==> src/rtl/uart_tx_serializer.sv <==
// UART transmit serializer: start bit, DATA_WIDTH data bits LSB first, optional parity, one stop.
// Bit period is PRESCALE clock cycles, latched at accept.
// Build option: define UART_TX_PARITY_EN to include the parity bit (PAR_EN/PAR_TYP honoured).
module uart_tx_serializer #(
    parameter int unsigned DATA_WIDTH     = 8,
    parameter int unsigned PRESCALE_WIDTH = 6
) (
    input  logic                      CLK,
    input  logic                      RST,
    input  logic [DATA_WIDTH-1:0]     P_DATA,
    input  logic                      DATA_VALID,
    input  logic [PRESCALE_WIDTH-1:0] PRESCALE,
    input  logic                      PAR_EN,
    input  logic                      PAR_TYP,
    output logic                      TX_OUT,
    output logic                      BUSY
);

    localparam int unsigned BIT_W = (DATA_WIDTH > 1) ? $clog2(DATA_WIDTH) : 1;
    localparam logic [BIT_W-1:0] LAST_BIT = BIT_W'(DATA_WIDTH - 1);
    localparam logic [PRESCALE_WIDTH-1:0] PRESC_ONE = PRESCALE_WIDTH'(1);

`ifdef UART_TX_PARITY_EN
    typedef enum logic [2:0] {StIdle, StStart, StData, StParity, StStop} state_e;
`else
    typedef enum logic [2:0] {StIdle, StStart, StData, StStop} state_e;
`endif

    state_e                    state_q, state_d;
    logic [PRESCALE_WIDTH-1:0] cnt_q, cnt_d;
    logic [PRESCALE_WIDTH-1:0] presc_q, presc_d;
    logic [BIT_W-1:0]          bit_q, bit_d;
    logic [DATA_WIDTH-1:0]     data_q, data_d;
    logic                      tx_q, tx_d;
    logic                      busy_q, busy_d;
    logic                      bit_end;

`ifdef UART_TX_PARITY_EN
    logic par_en_q, par_en_d;
    logic par_typ_q, par_typ_d;
`else
    logic unused_par;
    assign unused_par = PAR_EN ^ PAR_TYP;
`endif

    // Last cycle of the current serial bit; presc_q is never zero so this cannot stall.
    assign bit_end = (cnt_q == presc_q - PRESC_ONE);

    // Next-state logic: accept, bit timing, frame sequencing.
    always_comb begin
        state_d = state_q;
        cnt_d   = cnt_q;
        presc_d = presc_q;
        bit_d   = bit_q;
        data_d  = data_q;
`ifdef UART_TX_PARITY_EN
        par_en_d  = par_en_q;
        par_typ_d = par_typ_q;
`endif
        if (state_q != StIdle) begin
            cnt_d = bit_end ? '0 : cnt_q + PRESC_ONE;
        end
        case (state_q)
            StIdle: begin
                if (DATA_VALID) begin
                    data_d  = P_DATA;
                    // A zero prescale would never reach its terminal count; run it as 1.
                    presc_d = (PRESCALE == '0) ? PRESC_ONE : PRESCALE;
                    cnt_d   = '0;
                    bit_d   = '0;
`ifdef UART_TX_PARITY_EN
                    par_en_d  = PAR_EN;
                    par_typ_d = PAR_TYP;
`endif
                    state_d = StStart;
                end
            end
            StStart: begin
                if (bit_end) begin
                    state_d = StData;
                end
            end
            StData: begin
                if (bit_end) begin
                    if (bit_q == LAST_BIT) begin
                        bit_d = '0;
`ifdef UART_TX_PARITY_EN
                        state_d = par_en_q ? StParity : StStop;
`else
                        state_d = StStop;
`endif
                    end else begin
                        bit_d = bit_q + BIT_W'(1);
                    end
                end
            end
`ifdef UART_TX_PARITY_EN
            StParity: begin
                if (bit_end) begin
                    state_d = StStop;
                end
            end
`endif
            StStop: begin
                if (bit_end) begin
                    state_d = StIdle;
                end
            end
            default: state_d = StIdle;
        endcase
    end

    // Output decode from the next state so TX_OUT/BUSY come straight from flops.
    always_comb begin
        busy_d = (state_d != StIdle);
        case (state_d)
            StIdle:   tx_d = 1'b1;
            StStart:  tx_d = 1'b0;
            StData:   tx_d = data_d[bit_d];
`ifdef UART_TX_PARITY_EN
            StParity: tx_d = (^data_d) ^ par_typ_d;
`endif
            StStop:   tx_d = 1'b1;
            default:  tx_d = 1'b1;
        endcase
    end

    // State and output registers with synchronous active-low reset.
    always_ff @(posedge CLK) begin
        if (!RST) begin
            state_q <= StIdle;
            cnt_q   <= '0;
            presc_q <= PRESC_ONE;
            bit_q   <= '0;
            data_q  <= '0;
            tx_q    <= 1'b1;
            busy_q  <= 1'b0;
`ifdef UART_TX_PARITY_EN
            par_en_q  <= 1'b0;
            par_typ_q <= 1'b0;
`endif
        end else begin
            state_q <= state_d;
            cnt_q   <= cnt_d;
            presc_q <= presc_d;
            bit_q   <= bit_d;
            data_q  <= data_d;
            tx_q    <= tx_d;
            busy_q  <= busy_d;
`ifdef UART_TX_PARITY_EN
            par_en_q  <= par_en_d;
            par_typ_q <= par_typ_d;
`endif
        end
    end

    assign TX_OUT = tx_q;
    assign BUSY   = busy_q;

endmodule

==> config.mk <==
export PLATFORM = sky130hd
export DESIGN_NAME = uart_tx_serializer
export DESIGN_NICKNAME = d
export VERILOG_FILES = /design/src/rtl/uart_tx_serializer.sv
export SDC_FILE = /design/constraint.sdc
export NUM_CORES = 1
export LEC_CHECK = 0
export CAP_MARGIN = 30
export CORE_MARGIN = 5
export CORE_UTILIZATION = 58
export DETAILED_ROUTE_END_ITERATION = 10
export HOLD_SLACK_MARGIN = 0.05
export PLACE_DENSITY_LB_ADDON = 0.15
export SYNTH_ARGS = -nofsm -noshare
export SYNTH_HDL_FRONTEND = slang
export SYNTH_SLANG_ARGS = --single-unit
==> constraint.sdc <==
create_clock -name CLK -period 5.4 [get_ports CLK]
set_input_delay 0.54 -clock CLK [delete_from_list [all_inputs] [get_ports CLK]]
set_output_delay 0.54 -clock CLK [all_outputs]
set_load 0.02 [all_outputs]
==> impl_metrics.env <==
export IMPL_synth_seq_cells=28
export IMPL_synth_top_family_by_area="simple AND/OR/NAND/NOR gates"
export IMPL_ant_nets=0
export IMPL_worst_slack_ns=2.29
export IMPL_grt_setup_unrepaired="false"
export IMPL_yosys_area_top_type="dfxtp_1"
export IMPL_yosys_warnings=0
export IMPL_skew_ns=0.00306
export IMPL_postCtsHoldBufs=0
export IMPL_initial_core_util=0.607
export IMPL_diodes=0
export IMPL_fp_dieW_um=60.9
export IMPL_seq_area_frac_synth=0.373
export IMPL_dieHeight_um=60.9
export IMPL_fin_cells=223
export IMPL_dp_final_hpwl_um=2280
export IMPL_r2r_slack_ns=2.29
export IMPL_hp_start="data_q[2]"
export IMPL_yosysMostFrequentCell="nand2_1"
export IMPL_wl_um=2970
export IMPL_synth_top_area_share=0.373
export IMPL_r2r_start="presc_q[0]"
export IMPL_synth_compound_area_frac=0.210
export IMPL_place_inst=220
export IMPL_rows=18
export IMPL_setup_tns_ns=0
export IMPL_gp_congestion=0.842
export IMPL_slowest_delay_ns=0.55
export IMPL_grt_antenna_before_repair=0
export IMPL_grt_start_max_net_pins=20
export IMPL_numClockSinks=28
export IMPL_yosys_top_cells_area="dfxtp_1, nand2_1, a21boi_0, xnor2_1, mux2i_1"
export IMPL_cp_start_kind="register"
export IMPL_layout_drive_gt1_share=0.0415
export IMPL_dieArea_um2=3710
export IMPL_setup_viol=0
export IMPL_synthArstFlopShare=0
export IMPL_worstReg2RegEnd="TX_OUT"
export IMPL_critPathSlowestCell="or4_1"
export IMPL_clkTransAtPathRegs_ns=0.14
export IMPL_htree_levels=1
export IMPL_num_vias=1278
export IMPL_synth_simple_area_share=0.255
export IMPL_cts_setup_buffers=0
export IMPL_dr_pass1_iters=4
export IMPL_vias_per_cell=5.73
export IMPL_hp_class="register to register"
export IMPL_routedWlPerCell_um=13.3
export IMPL_p_per_area_nw_per_um2=218
export IMPL_cp_arrival_ns=3.34
export IMPL_max_slew_margin_rel=0.610
export IMPL_grt_ovfl_total=0
export IMPL_hold_viol_final=0
export IMPL_whs_endpoint="data_q[2]"
export IMPL_fp_coreArea_um2=2480
export IMPL_synthesis_area_um2=1500
export IMPL_synthTopCellsByCount="nand2_1, dfxtp_1, a21boi_0"
export IMPL_min_period_over_period=0.576
export IMPL_pre_cts_ws_ns=2.32
export IMPL_root_buffer="clkbuf_4"
export IMPL_endpoint_kind="register"
export IMPL_numPortBuffers=18
export IMPL_ios=21
export IMPL_ir_drop_v=0.000180
export IMPL_synth_ff_type="dfxtp_1"
export IMPL_grt_pass1_wl_um=5100
export IMPL_syn2layout_area_growth_pct=14.7
export IMPL_clkLatencyLatePin_ns=0.32
export IMPL_cp_cell_sequence="or4_1, or3_4, a2111oi_2, and3_1, a31o_1, mux2i_1, a211oi_1, o41a_1"
export IMPL_p_leak_uw=0.000653
export IMPL_fin_nets=218
export IMPL_post_synth_cell_area_avg_um2=8.50
export IMPL_synth_mux_area_frac=0.0399
export IMPL_reg2regPathDepth=8
export IMPL_timing_fmax_ghz=0.322
export IMPL_synth_xor_area_frac=0.0641
export IMPL_final_max_slew_viol_count=0
export IMPL_synth_edff_count=0
export IMPL_cts_buffers=3
export IMPL_path_class="register to register"
export IMPL_hold_depth=2
export IMPL_critPathMaxFanout=4
export IMPL_cts_tree="yes"
export IMPL_cp_data_required_time_ns=5.63
export IMPL_hold_ws_ns=0.484
export IMPL_clk_path_buf_depth=2
export IMPL_status="finished, final reports clean"
export IMPL_yosys_area_share_adder=0.0333
export IMPL_drt_iter0_drc=50
export IMPL_worst_slew_pin_slew_ns=0.585
export IMPL_grt_pass1_vias=1238
export IMPL_min_period_ns=3.11
export IMPL_netlist_instances=177
export IMPL_maxCapViolations=0
export IMPL_drc=0
export IMPL_syn_nets=200
export IMPL_synth_cell_types=41
export IMPL_grt_use_total=0.181
export IMPL_cts_resized=0
[layer usage]
| metal | GRT usage | part of all wire |
|---|---|---|
| met5 | 0 | 0 |
| met4 | 0.0898 | 0.016 |
| met3 | 0.0298 | 0.060 |
| met2 | 0.307 | 0.47 |
| met1 | 0.220 | 0.45 |
[through the flow]
stage	cell area (µm²)	power (µW)	utilization
detailed placement	1700	295	0.687
global placement	1700	293	0.687
global route	1730	397	0.696
CTS	1730	379	0.696
finish	1730	377	0.696
floorplan	1500	271	-
[critical path, delay by kind of cell, from the launching register on]
| kind | cells | cell delay (ns) |
|---|---|---|
| AOI/OAI and AO/OA | 4 | 1.20 |
| and+or+nand+nor | 3 | 1.15 |
| muxes | 1 | 0.28 |
| DFF | 1 | 0.37 |
[flip-flops by register name (all words and copies together), names as in the netlist]
signal	cells
BUSY	1
cnt_q	6
presc_q	6
state_q	3
TX_OUT	1
data_q	8
bit_q	3
[cell families after synthesis]
group / after synthesis
flops: 28
compound gates: 42
buf+inv: 9
fa+ha+maj: 4
simple gates: 76
mux: 6
other cells: 1
xor+xnor: 11
[worst max path at each step]
stage,start,end,slack (ns),cells past startpoint
after global placement,presc_q[0],TX_OUT,2.42,8
after detailed placement,presc_q[0],TX_OUT,2.32,8
after floorplan,presc_q[0],TX_OUT,2.64,8
final,presc_q[0],TX_OUT,2.29,8
after CTS,presc_q[0],TX_OUT,2.29,8
after global routing,presc_q[0],TX_OUT,2.16,8
[cell type report]
class	count	area (µm²)
multi-input combinational	140	910
fill	215	752
sequential	28	561
timing repair buffer	18	180
tap	30	37.5
clock buffer	3	22.5
inverter	4	15.0
[cell usage in the layout, fill, tap and decap left out, types with 4 or more instances in the layout]
cell type and instances:
a21boi_0 15, a21oi_1 4, and2_1 8, clkdlybuf4s50_1 18, dfxtp_1 28, ha_1 4
inv_1 4, mux2i_1 6, nand2_1 37, nor2_1 7, o21ai_0 5, xnor2_1 8
[where the power goes]
group	total [µW]	switching (µW)	internal, µW
clock network	85.7	59.5	26.2
logic	68.3	36.3	32.0
registers	223	7.59	215
total	377	103	273
Power figures use the tool's default switching activity.
